--- src/rtl/subtractor.sv ---
`default_nettype none
// ============================================================================
// Module      : subtractor
// Description : Registered two's-complement subtractor (A - B) with carry-out
//               (no-borrow) and Overflow/Zero/Negative flags, valid-qualified.
// Revision    : 1.0 - initial release
// ============================================================================
module subtractor #(
    parameter int WIDTH = 8
) (
    input  logic             clk,
    input  logic             rst,
    input  logic             in_valid,
    input  logic [WIDTH-1:0] A,
    input  logic [WIDTH-1:0] B,
    output logic             out_valid,
    output logic [WIDTH-1:0] Diff,
    output logic             Cout,
    output logic             Overflow,
    output logic             Zero,
    output logic             Negative
);

    localparam int MSB = WIDTH - 1;

    logic [WIDTH:0]   sum_d;
    logic [WIDTH-1:0] diff_d;
    logic             cout_d;
    logic             ovf_d;
    logic             zero_d;
    logic             neg_d;

    logic             valid_q;
    logic [WIDTH-1:0] diff_q;
    logic             cout_q;
    logic             ovf_q;
    logic             zero_q;
    logic             neg_q;

    always_comb begin
        sum_d  = {1'b0, A} + {1'b0, ~B} + {{WIDTH{1'b0}}, 1'b1};
        diff_d = sum_d[WIDTH-1:0];
        cout_d = sum_d[WIDTH];
        ovf_d  = (A[MSB] != B[MSB]) && (diff_d[MSB] != A[MSB]);
        // Flags are registered alongside Diff so they read 0 out of reset.
        zero_d = (diff_d == '0);
        neg_d  = diff_d[MSB];
    end

    always_ff @(posedge clk) begin
        if (rst) begin
            valid_q <= 1'b0;
            diff_q  <= '0;
            cout_q  <= 1'b0;
            ovf_q   <= 1'b0;
            zero_q  <= 1'b0;
            neg_q   <= 1'b0;
        end else begin
            valid_q <= in_valid;
            if (in_valid) begin
                diff_q <= diff_d;
                cout_q <= cout_d;
                ovf_q  <= ovf_d;
                zero_q <= zero_d;
                neg_q  <= neg_d;
            end
        end
    end

    assign out_valid = valid_q;
    assign Diff      = diff_q;
    assign Cout      = cout_q;
    assign Overflow  = ovf_q;
    assign Zero      = zero_q;
    assign Negative  = neg_q;

endmodule
`default_nettype wire

--- config.mk ---
export PLATFORM = sky130hd
export DESIGN_NAME = subtractor
export DESIGN_NICKNAME = d
export VERILOG_FILES = /design/src/rtl/subtractor.sv
export SDC_FILE = /design/constraint.sdc
export NUM_CORES = 1
export LEC_CHECK = 0
export BUFFER_PORTS_ARGS = -buffer_cell sky130_fd_sc_hd__buf_4
export CAP_MARGIN = 30
export CORE_ASPECT_RATIO = 0.8
export CORE_UTILIZATION = 42
export CTS_CLUSTER_DIAMETER = 100
export DETAILED_ROUTE_END_ITERATION = 6
export PLACE_DENSITY = 0.71
export RECOVER_POWER = 25
export SETUP_SLACK_MARGIN = 0.4
export SLEW_MARGIN = 0
export SYNTH_ARGS = -nofsm -noshare
export SYNTH_HDL_FRONTEND = slang
export SYNTH_SLANG_ARGS = --single-unit
--- constraint.sdc ---
create_clock -name clk -period 1.9 [get_ports clk]
set_clock_uncertainty 0.15 [all_clocks]
set_input_delay 0.19 -clock clk [delete_from_list [all_inputs] [get_ports clk]]
set_output_delay 0.19 -clock clk [all_outputs]
set_load 0.01 [all_outputs]
==> results.md <==
- Adder-Cell Fraction of Synth Area: 0.147
- Worst reg2reg setup slack: ~1.1 ns
- Vias: 855
- Final Hold Viols: 0
- Routed WL: a little under 2000 um
- Met2 routed wirelength: 950 um
- Status: finished clean
- Tmin final: 1.81 ns
- Antenna Nets Post-Route: 0
- Multi-input logic area: just over 600 um^2
- FF-to-FF path depth: 2
- Max Root-Sink Buffers: 2
- Worst Hold End: Diff[6]
- Slowest cell delay on critical path: 0.40 ns
- First-pass GRT wire length: 3110 um
- Leak: 0.678 nW
- Global route overflow: 0
- Clock Tree Root: clkbuf_4
- Initial antenna violation count: 0
- Top Metal Used: met4
- Cell area after layout: 1400 um^2
- Worst-path clk slew: around 0.070 ns
- Critical path buffer and inverter count: 4
- Combinational group share of total power: 0.481
- Overall Global Routing Usage: 0.197
- Post-synthesis sequential area ratio: 0.293
- DRT Pass-1 Iters: 4
- Critical path's slowest cell: or3b_4
- Slew headroom: 0.501
- CP Max Fanout: 2
- Critical R2R Launch: Diff[6]
- Compound-Gate Fraction of Synth Area: 0.180
- Multiplexer area fraction after synthesis: 0.0733
- H-tree levels: 1
- Initial Util: 0.475
- Met1 WL: roughly 850 um
- Post-Synthesis Cell Area: about 820 um^2
- DIE HEIGHT: 41.5 um
- RR Endpoint: Diff[6]
- Post-Syn Instances: slightly below 100
- Clock power frac: 0.179
- Combinational family with the most area after synthesis: compound AO/OA/AOI/OAI gates
- RSZ-0062 raised after global routing: yes
- Synth unique cells: 29
- Power per Cell Area: 598 nW/um^2
- Cell internal pwr: 582 uW
- Pin count of the biggest net entering global routing: 17
- Worst EP arrival: 1.87 ns
- Placed Area: about 1300 um^2
- Fmax: 0.551 GHz
- Worst hold path depth: 2
- Cell family with most CP delay: compound AO/OA/AOI/OAI gates
- Clock latency on the worst-skew pair: 0.27 ns
- Sequential Power Share: 0.340
- Pins Over Slew Limit: 0
- Psw: between 200 and 300 uW
- Startpoint Class: input port
- Final Util: 0.814
- Post-Synth XOR/XNOR Area: 0.0534
- Switch share: 0.307
- Drt initial violations: 15
- Syn avg cell area: 8.45 um^2
- Layout Nets: between 150 and 200
- Vias in the first global route: 755
- Core ar.: 1720 um^2
- Setup crit end kind: flip-flop
- Cts-stage hold buffer count: 0
- Die Wd: 51.4 um
- Wire per inst: 11.0 um
- Mapped Nets: 125
- Area delta synth->final: 71.3%
- Crit-path cells: buf_8 -> inv_8 -> ha_4 -> fa_2 -> inv_2 -> a21o_1 -> buf_6 -> a21oi_4 -> xor2_2 -> or3b_4 -> o21ai_2
- Inserted Clock Buffers: 3
- FP Rows: 13
- Ports: 32
- Via density: 4.89
- Die Footprint: 2130 um^2
- Worst ir drop on vdd: 0.413 mV
- GP Congestion: 0.764
- Hold wc startpoint: rst
- Met3 WL: 108 um
- Residual DRC count: 0
- Measured slew at the worst slew-check pin: 0.749 ns
- Fillers: about 120
- #FFs+latches synth: 12
- MaxCap Viol Count: 0
- Post-DP HPWL: approximately 1500 um
- Tcrit/Tclk final: 0.955
- Final setup viols: 0
- Worst Path Class, Setup: input port to flip-flop
- Proportion of layout cells with a drive suffix above 1: 0.503
- PortBufs: 31
- Simple-gate share of the synthesized area: 0.171
- CTS tree: done
- Yosys warns: 0
- Antenna diodes: 0
- FF+latch area: 240 um^2
- Clock Sinks: 12
- Critical Path RT: 1.96 ns
- HP Class: input port to flip-flop
[power groups by stage]
stage          logic (mW)  registers, mW  clock network [mW]
2_1_floorplan       0.176          0.301                   0
3_3_place_gp        0.347          0.290                   0
5_1_grt             0.440          0.288               0.168
6_report            0.404          0.286               0.150
3_5_place_dp        0.353          0.291                   0
4_1_cts             0.381          0.286               0.154
[cell type report]
class	count	area share
repair buffers	57	0.316
well taps	22	0.0196
flip-flops and latches	12	0.171
clock buffers	3	0.0160
multi-input cells	68	0.434
inverters	13	0.0437
[synth_stat cells (all sizes together)]
master | count | share of area
nor2 | 15 | 0.069
or4 | 1 | 0.0092
a32o | 1 | 0.012
a21o | 2 | 0.018
nand2 | 4 | 0.021
inv | 13 | 0.060
a31oi | 1 | 0.0076
nor2b | 3 | 0.032
xnor2 | 4 | 0.043
buf | 1 | 0.0092
xor2 | 1 | 0.011
o21a | 2 | 0.018
clkbuf | 3 | 0.014
mux2i | 6 | 0.073
o31a | 1 | 0.011
nand4b | 1 | 0.011
a21oi | 4 | 0.024
a221oi | 1 | 0.011
nor3 | 3 | 0.018
o21ai | 3 | 0.023
dfxtp | 12 | 0.29
or3b | 1 | 0.011
a311oi | 1 | 0.018
a211oi | 4 | 0.037
fa | 1 | 0.024
ha | 8 | 0.12
[logic make-up (layout without fill, tap and decap cells)]
group	Yosys count	count (layout)
and+or+nand+nor	28	28
AOI/OAI and AO/OA	20	20
buffers and inverters	17	73
DFF	12	12
adders and majority gates	9	9
muxes	6	6
xor gates and xnor gates	5	5
[routing by layer]
layer,vias to the layer above,GRT usage
met5,-,0
met4,0,0.0973
met3,4,0.0440
met2,33,0.317
met1,373,0.243
li1,445,-
[sequential cells by signal, indices dropped and copies added (netlist names)]
register	flops
Cout	1
Overflow	1
Diff	8
out_valid	1
Zero	1
[repair_timing]
action	CTS	global route
buffers inserted	5	0
resized for setup	8	9
pin swaps	12	12
endpoints found under the setup margin	6	7
[worst max-delay path by stage]
stage	from	to	slack, ns	cells after the start
2_1_floorplan	A[1]	Zero	0.01	7
3_3_place_gp	A[0]	Zero	-0.18	10
3_5_place_dp	A[0]	Zero	-0.18	10
4_1_cts	A[0]	Zero	0.11	10
5_1_grt	A[0]	Zero	0.02	11
6_report	A[0]	Zero	0.09	11
[through the flow]
| step | TNS (ns) | power (mW) | cells | worst slack [ns] | hold slack (ns) |
|---|---|---|---|---|---|
| 3_5_place_dp | -0.332 | 0.644 | 167 | -0.177 | 0.301 |
| 3_3_place_gp | -0.251 | 0.637 | 167 | -0.176 | 0.298 |
| 2_1_floorplan | 0 | 0.476 | 97 | 0.00968 | 0.123 |
| 6_report | 0 | 0.840 | 175 | 0.0859 | 0.0175 |
| 4_1_cts | 0 | 0.821 | 175 | 0.108 | 0.0145 |
| 5_1_grt | 0 | 0.896 | 175 | 0.0212 | 0.00933 |
[cells in the final DEF (no fill, tap or decap), types with 3 or more instances in the layout]
master / n
inv_1: 8
nor3_1: 3
buf_6: 7
nor2_1: 15
buf_4: 44
clkbuf_1: 5
inv_2: 3
nand2_1: 3
ha_1: 4
ha_4: 4
dfxtp_1: 12
xnor2_1: 3
a211oi_1: 3
mux2i_1: 5
clkbuf_4: 3
No activity file was read; power rests on OpenSTA's default activity.
